--- config.mk ---
export PLATFORM = sky130hd
export DESIGN_NAME = shift_reg_flat
export DESIGN_NICKNAME = d
export VERILOG_FILES = /design/src/rtl/shift_reg_pkg.sv /design/src/rtl/shift_reg_if.sv /design/src/rtl/shift_reg_cell.sv /design/src/rtl/shift_reg.sv /design/src/flat_wrapper.sv
export SDC_FILE = /design/constraint.sdc
export NUM_CORES = 1
export LEC_CHECK = 0
export ABC_AREA = 1
export CORE_ASPECT_RATIO = 1.25
export CORE_UTILIZATION = 34
export DETAILED_ROUTE_END_ITERATION = 8
export HOLD_SLACK_MARGIN = 0.03
export PLACE_DENSITY = 0.7
export SLEW_MARGIN = 25
export SYNTH_ARGS = -nofsm -noshare
export SYNTH_HDL_FRONTEND = slang
export SYNTH_HIERARCHICAL = 1
export SYNTH_SLANG_ARGS = --single-unit
--- constraint.sdc ---
create_clock -name clk -period 2.76 [get_ports clk]
set_clock_uncertainty 0.1 [all_clocks]
set_input_delay 0.69 -clock clk [delete_from_list [all_inputs] [get_ports clk]]
set_output_delay 0.69 -clock clk [all_outputs]
set_load 0.1 [all_outputs]
--- src/rtl/shift_reg_pkg.sv ---
// Shared constants and types for the loadable serial/parallel shift register.
// The optional right-shift path is enabled with SHIFT_REG_BIDIR_EN.
package shift_reg_pkg;

    localparam int DEFAULT_WIDTH = 8;

    localparam logic DIR_LEFT  = 1'b0;
    localparam logic DIR_RIGHT = 1'b1;

    // Per-bit next-state source. "Right neighbour" is bit i-1 and "left neighbour" is bit i+1,
    // with the MSB drawn on the left.
    typedef enum logic [1:0] {
        SEL_HOLD       = 2'd0,
        SEL_LOAD       = 2'd1,
        SEL_FROM_RIGHT = 2'd2,
        SEL_FROM_LEFT  = 2'd3
    } cell_sel_t;

endpackage

--- src/rtl/shift_reg_if.sv ---
// Strobe and data bundle between a shift register and the logic driving it.
// shift_dir is present only when SHIFT_REG_BIDIR_EN is defined.
interface shift_reg_if
    import shift_reg_pkg::*;
#(
    parameter int WIDTH = DEFAULT_WIDTH
);

    logic             load;
    logic             shift_en;
    logic [WIDTH-1:0] parallel_in;
    logic             serial_in;
    logic [WIDTH-1:0] parallel_out;
    logic             serial_out;
`ifdef SHIFT_REG_BIDIR_EN
    logic             shift_dir;

    modport master (
        output load, shift_en, parallel_in, serial_in, shift_dir,
        input  parallel_out, serial_out
    );

    modport slave (
        input  load, shift_en, parallel_in, serial_in, shift_dir,
        output parallel_out, serial_out
    );
`else
    modport master (
        output load, shift_en, parallel_in, serial_in,
        input  parallel_out, serial_out
    );

    modport slave (
        input  load, shift_en, parallel_in, serial_in,
        output parallel_out, serial_out
    );
`endif

endinterface

--- src/rtl/shift_reg_cell.sv ---
// One bit of the shift register: a four-way next-state mux feeding a
// synchronously reset flop.
module shift_reg_cell
    import shift_reg_pkg::*;
(
    input  logic      clk,
    input  logic      rst,
    input  cell_sel_t i_sel,
    input  logic      i_load_bit,
    input  logic      i_right_nbr,
    input  logic      i_left_nbr,
    output logic      o_q
);

    logic r_q;

    always_ff @(posedge clk) begin
        if (rst) begin
            r_q <= 1'b0;
        end else begin
            unique case (i_sel)
                SEL_LOAD:       r_q <= i_load_bit;
                SEL_FROM_RIGHT: r_q <= i_right_nbr;
                SEL_FROM_LEFT:  r_q <= i_left_nbr;
                default:        r_q <= r_q;
            endcase
        end
    end

    assign o_q = r_q;

endmodule

--- src/rtl/shift_reg.sv ---
// Loadable SIPO/PISO/PIPO shift register built from WIDTH single-bit cells.
// Define SHIFT_REG_BIDIR_EN to add the shift_dir input and right shifting.
module shift_reg
    import shift_reg_pkg::*;
#(
    parameter int WIDTH = DEFAULT_WIDTH
) (
    input  logic        clk,
    input  logic        rst,
    shift_reg_if.slave  bus
);

    logic             w_dir;
    cell_sel_t        w_sel;
    logic [WIDTH-1:0] w_q;
    logic [WIDTH-1:0] w_from_right;
    logic [WIDTH-1:0] w_from_left;

`ifdef SHIFT_REG_BIDIR_EN
    assign w_dir = bus.shift_dir;
`else
    assign w_dir = DIR_LEFT;
`endif

    // Load beats shift; reset is applied inside each cell and beats both.
    always_comb begin
        w_sel = SEL_HOLD;
        if (bus.load) begin
            w_sel = SEL_LOAD;
        end else if (bus.shift_en) begin
            w_sel = (w_dir == DIR_RIGHT) ? SEL_FROM_LEFT : SEL_FROM_RIGHT;
        end
    end

    // serial_in enters at the LSB on a left shift and at the MSB on a right shift.
    assign w_from_right = {w_q[WIDTH-2:0], bus.serial_in};
    assign w_from_left  = {bus.serial_in, w_q[WIDTH-1:1]};

    generate
        for (genvar gi = 0; gi < WIDTH; gi++) begin : g_cell
            shift_reg_cell u_cell (
                .clk         (clk),
                .rst         (rst),
                .i_sel       (w_sel),
                .i_load_bit  (bus.parallel_in[gi]),
                .i_right_nbr (w_from_right[gi]),
                .i_left_nbr  (w_from_left[gi]),
                .o_q         (w_q[gi])
            );
        end
    endgenerate

    assign bus.parallel_out = w_q;
    assign bus.serial_out   = (w_dir == DIR_RIGHT) ? w_q[0] : w_q[WIDTH-1];

endmodule

--- src/flat_wrapper.sv ---
// flat-port wrapper written by rule: the top's interface ports become plain ports
module shift_reg_flat import shift_reg_pkg::*;
#(
    parameter int WIDTH = DEFAULT_WIDTH
)
  (clk, rst, bus_load, bus_shift_en, bus_parallel_in, bus_serial_in, bus_parallel_out, bus_serial_out);
  shift_reg_if #(.WIDTH(WIDTH)) bus_i ();
  input  logic clk;
  input  logic rst;
  input wire logic [$bits(bus_i.load)-1:0] bus_load;
  input wire logic [$bits(bus_i.shift_en)-1:0] bus_shift_en;
  input wire logic [$bits(bus_i.parallel_in)-1:0] bus_parallel_in;
  input wire logic [$bits(bus_i.serial_in)-1:0] bus_serial_in;
  output wire logic [$bits(bus_i.parallel_out)-1:0] bus_parallel_out;
  output wire logic [$bits(bus_i.serial_out)-1:0] bus_serial_out;
  assign bus_i.load = bus_load;
  assign bus_i.shift_en = bus_shift_en;
  assign bus_i.parallel_in = bus_parallel_in;
  assign bus_i.serial_in = bus_serial_in;
  assign bus_parallel_out = bus_i.parallel_out;
  assign bus_serial_out = bus_i.serial_out;
  shift_reg #(.WIDTH(WIDTH)) u_core (.clk(clk), .rst(rst), .bus(bus_i));
endmodule
**Word level (Yosys, flattened, before mapping)**

Cells that the tools add are included.

- Register bits: 8
- Input port bits: 13
- Output and inout bits: 9
- Word-level logic and storage cells: 22

- Eq/ne operators: 3
- Muxes and demuxes: 10
- Reduce and logical (&&, ||, !) cells: 1

Operators by type and width:

| cell | number |
|---|---|
| one-hot mux 1 bit (3 select lines) | 8 |
| equality test 2 bit (second input constant) | 2 |
| 2-to-1 mux 2 bit | 2 |
| nonzero test 3 bit | 1 |
| equality test 2 x 1 -> 1 bit (second input constant) | 1 |

**Logic depth before layout (Yosys ltp)**

- Depth after elaboration: 4
- Depth in mapped cells: 7
- Gate-level depth less buffers: 7

**Hierarchy**

Netlist, hierarchy kept.

By module, submodules not included:

| module | times used | cells an instance | area each (µm²) | seq. area each (µm²) |
|---|---|---|---|---|
| shift_reg_cell | 8 | 14 | 72.6 | 20.0 |
| shift_reg | 1 | 3 | 17.5 | 0.0 |

**Least setup slack after synthesis**

OpenSTA, ideal clock, no wires.

- Path type: register -> output
- Start: reg u_core.g_cell[7].u_cell.r_q
- End: out bus_parallel_out[7]
- Arrival: 1.391 ns
- Data required time: 1.970 ns
- Slack: 0.579 ns
- Cell stages (with the launch flop): 2
- Buffers on the path: 1
- Path through: dfxtp_1 -> buf_4

RTL lines:

| element | line | RTL |
|---|---|---|
| start: declaration | shift_reg_cell.sv:15 | `logic r_q;` |
| start signal: assignment | shift_reg_cell.sv:22 | `SEL_LOAD: r_q <= i_load_bit;` |
| start signal: assignment | shift_reg_cell.sv:23 | `SEL_FROM_RIGHT: r_q <= i_right_nbr;` |
| start signal: assignment | shift_reg_cell.sv:24 | `SEL_FROM_LEFT: r_q <= i_left_nbr;` |
| end: declaration | flat_wrapper.sv:14 | `output wire logic [$bits(bus_i.parallel_out)-1:0] bus_parallel_out;` |

No word-level cell between the ends.

**Worst setup path in the final report**

- Start: in bus_load
- End: reg u_core.g_cell[2].u_cell.r_q

- Longest elaborated chain between the ends: 3
- Elaborated cells between the ends (all ways): 6
- Classes of those cells: 3 x eq/ne; 2 x mux; 1 x reduce/logical

RTL lines:

| element | line | RTL |
|---|---|---|
| start: declaration | flat_wrapper.sv:10 | `input wire logic [$bits(bus_i.load)-1:0] bus_load;` |
| 2-to-1 mux 2 bit * | shift_reg.sv:28 | `if (bus.load) begin` |
| via u_core.w_sel[1] | shift_reg.sv:14 | `cell_sel_t w_sel;` |
| equality test 2 bit / equality test 2 x 1 -> 1 bit (equally long branches) | shift_reg_cell.sv:21 | `unique case (i_sel)` |
| one-hot mux 1 bit (3 select lines) / nonzero test 3 bit (equally long branches) | n/a |  |
| end signal: assignment | shift_reg_cell.sv:22 |  |
| end signal: assignment | shift_reg_cell.sv:23 |  |
| end signal: assignment | shift_reg_cell.sv:24 |  |
| end: declaration | shift_reg_cell.sv:15 |  |

Mark *: on every way through the listed nets, which the timed path passes. The rest lies on a longest branch.
A chain may end at the register's enable or synchronous reset.

==> flow_summary.json <==
{
  "synth_area_um2": 598,
  "clock_latency_ps": 250,
  "worstReg2RegStart": "u_core/g_cell[2].u_cell/o_q",
  "yosysTopAreaCellShare_pct": 26.8,
  "die_y_um": 48.9,
  "fmax_mhz": 506,
  "antenna_found_initial": 0,
  "synthAdderAreaFrac_pct": 0,
  "cts.sinks": 8,
  "fillers": 171,
  "finalInstanceArea_um2": 846,
  "tightest_slew_ps": 363,
  "setup_viol": 0,
  "cp.required_ps": 2810,
  "met3_usage_pct": 1.37,
  "min_from": "u_core/g_cell[0].u_cell/o_q",
  "startpoint": "bus_load",
  "vias": 666,
  "drcViolationCount": 0,
  "placed_area_um2": 823,
  "crit_chain": "clkdlybuf4s50_1 > nor2_2 > buf_4 > inv_1 > nand2_1 > nand3_1 > nand2_1 > nor2_2",
  "crit_slowest_cell": "clkdlybuf4s50_1",
  "fp.dieArea_um2": 1930,
  "place.gp.congestion": 0.731,
  "cts_hold_buffers": 0,
  "syn_nets": 128,
  "ff2ff_setup_slack_ps": 1920,
  "synth_mux_area_share_pct": 0,
  "total_power_mw": 0.385,
  "grt.total_usage_pct": 15.6,
  "synth_compound_area_share_pct": 0,
  "htreeDepth": 1,
  "reg2regPathDepth": 4,
  "slew_violations": 0,
  "cts_resized": 0,
  "yosys.area.top_type": "dfxtp_1",
  "final_common_cell": "nand2_1",
  "rsz0062_at_grt": "no",
  "via_per_inst": 4.19,
  "rows": 16,
  "yosysWarnings": 6,
  "netlist_instances": 115,
  "drt_iter0_markers": 12,
  "max-slew-margin-rel_pct": 75.8,
  "cp.arrival_ps": 2020,
  "finalCritPeriodShare_pct": 71.6,
  "chipWidth_um": 39.5,
  "pwr-share-seq_pct": 34.6,
  "cts_setup_buffers": 0,
  "ant_nets": 0,
  "critical_path.top_delay_family": "buffers and inverters",
  "crit_cells": 8,
  "largest_reg_flops": 8,
  "end_kind": "register",
  "ios": 22,
  "globalRouteMet1Util_pct": 19.2,
  "grt_busiest_layer": "met2",
  "wl_per_cell_um": 8.21,
  "grt_use_met2_pct": 26.0,
  "worstSetupPathType": "input pin to register",
  "startpoint_type": "input pin",
  "setup_tns_ps": 0,
  "place.port_buffers": 21,
  "grt_pass1_wl_um": 2210,
  "synth_top_family_by_area": "simple AND/OR/NAND/NOR gates",
  "max-cap-violations": 0,
  "final_cell_mix": "40 x nand2_1, 33 x inv_1, 16 x nor2_1",
  "hold_class": "register to register",
  "clkTransAtPathRegs_ps": 60,
  "crit_buf_inv": 3,
  "grt_pass1_vias": 601,
  "drive_gt1_share_pct": 17.0,
  "cts_tree": "yes",
  "switching_share_pct": 42.2,
  "antenna_cells": 0,
  "wl_um": 1310,
  "pwr-share-clk_pct": 23.4,
  "synth.area.top_cells": "dfxtp_1 27%, nand2_1 25%, inv_1 21%",
  "initial_utilization_pct": 37.3,
  "grt_max_degree": 17,
  "numCtsBuffers": 3,
  "hold_viol": 0,
  "slowest_delay_ps": 450,
  "coreArea_um2": 1600,
  "fin_crit_ps": 1980,
  "yosysUniqueCellTypes": 7,
  "synthSimpleGateAreaFrac_pct": 51.3,
  "p_int_mw": 0.223,
  "peakVddDrop_mv": 0.247,
  "switching_power_mw": 0.162,
  "combPwrFrac_pct": 42.0,
  "crit_fanout": 12,
  "grt_overflow": 0,
  "synth-seq-cells": 8,
  "ys_seq_area_share_pct": 26.8,
  "synthXorXnorAreaFrac_pct": 0,
  "hold_depth": 4,
  "hpwlAfterDp_um": 988,
  "cts_root_buffer": "clkbuf_4",
  "final_nets": 156,
  "area.growth.synth_to_final_pct": 41.4,
  "outcome": "completed",
  "drt_first_pass_iters": 4,
  "max-clock-path-buffers": 2,
  "leakage_nw": 0.496,
  "post_synth.cell_area_avg_um2": 5.20,
  "power_density_nw_per_um2": 455
}
worst register-to-register path: stages, from the launching register on:
cell and delay (ps):
dfxtp_1 380, nand2_1 70, nand3_1 110, nand2_1 60, nor2_2 70
power groups by stage:
stage	Clock [mW]	Sequential (mW)	Combinational, mW
2_1_floorplan	0	0.197	0.0540
3_3_place_gp	0	0.136	0.161
3_5_place_dp	0	0.136	0.162
4_1_cts	0.0944	0.133	0.162
5_1_grt	0.102	0.134	0.174
6_report	0.0902	0.133	0.162
cells by family (layout without fill, tap and decap cells):
logic type,count (synthesis),in the layout
buffers and inverters,34,60
AND/OR/NAND/NOR,73,73
flip-flops,8,8
synthesized netlist by cell type, drive strengths merged:
master / count
inv: 33
dfxtp: 8
nor2: 25
nand3: 8
nand2: 40
buf: 1
per-stage QoR:
stage	utilization (%)	hold slack, ps	std cells	worst slack [ps]
3_5_place_dp	51.4	475	156	528
6_report	52.8	478	159	785
2_1_floorplan	-	748	115	579
5_1_grt	52.8	519	159	647
4_1_cts	52.8	484	159	797
3_3_place_gp	51.4	478	156	536
worst paths after layout:
path,endpoint
worst max-delay path,u_core/g_cell[2].u_cell/o_q
worst min-delay path,u_core/g_cell[0].u_cell/o_q
worst max register to register,u_core/g_cell[3].u_cell/o_q
worst min register to register,u_core/g_cell[0].u_cell/o_q
final cells by class:
cell class	instances	area [um^2]	area share, %
well taps	18	22.5	2.66
repair buffers	24	210	24.9
multi-input cells	73	307	36.2
clock buffers	3	22.5	2.66
flip-flops and latches	8	160	18.9
inverters	33	124	14.6
routing by layer:
metal  up-vias  share of wire, %
li1        375                 -
met1       273                44
met2        16                51
met3         2               4.4
met4         0              0.38
met5         -                 0
Power figures use the tool's default switching activity.
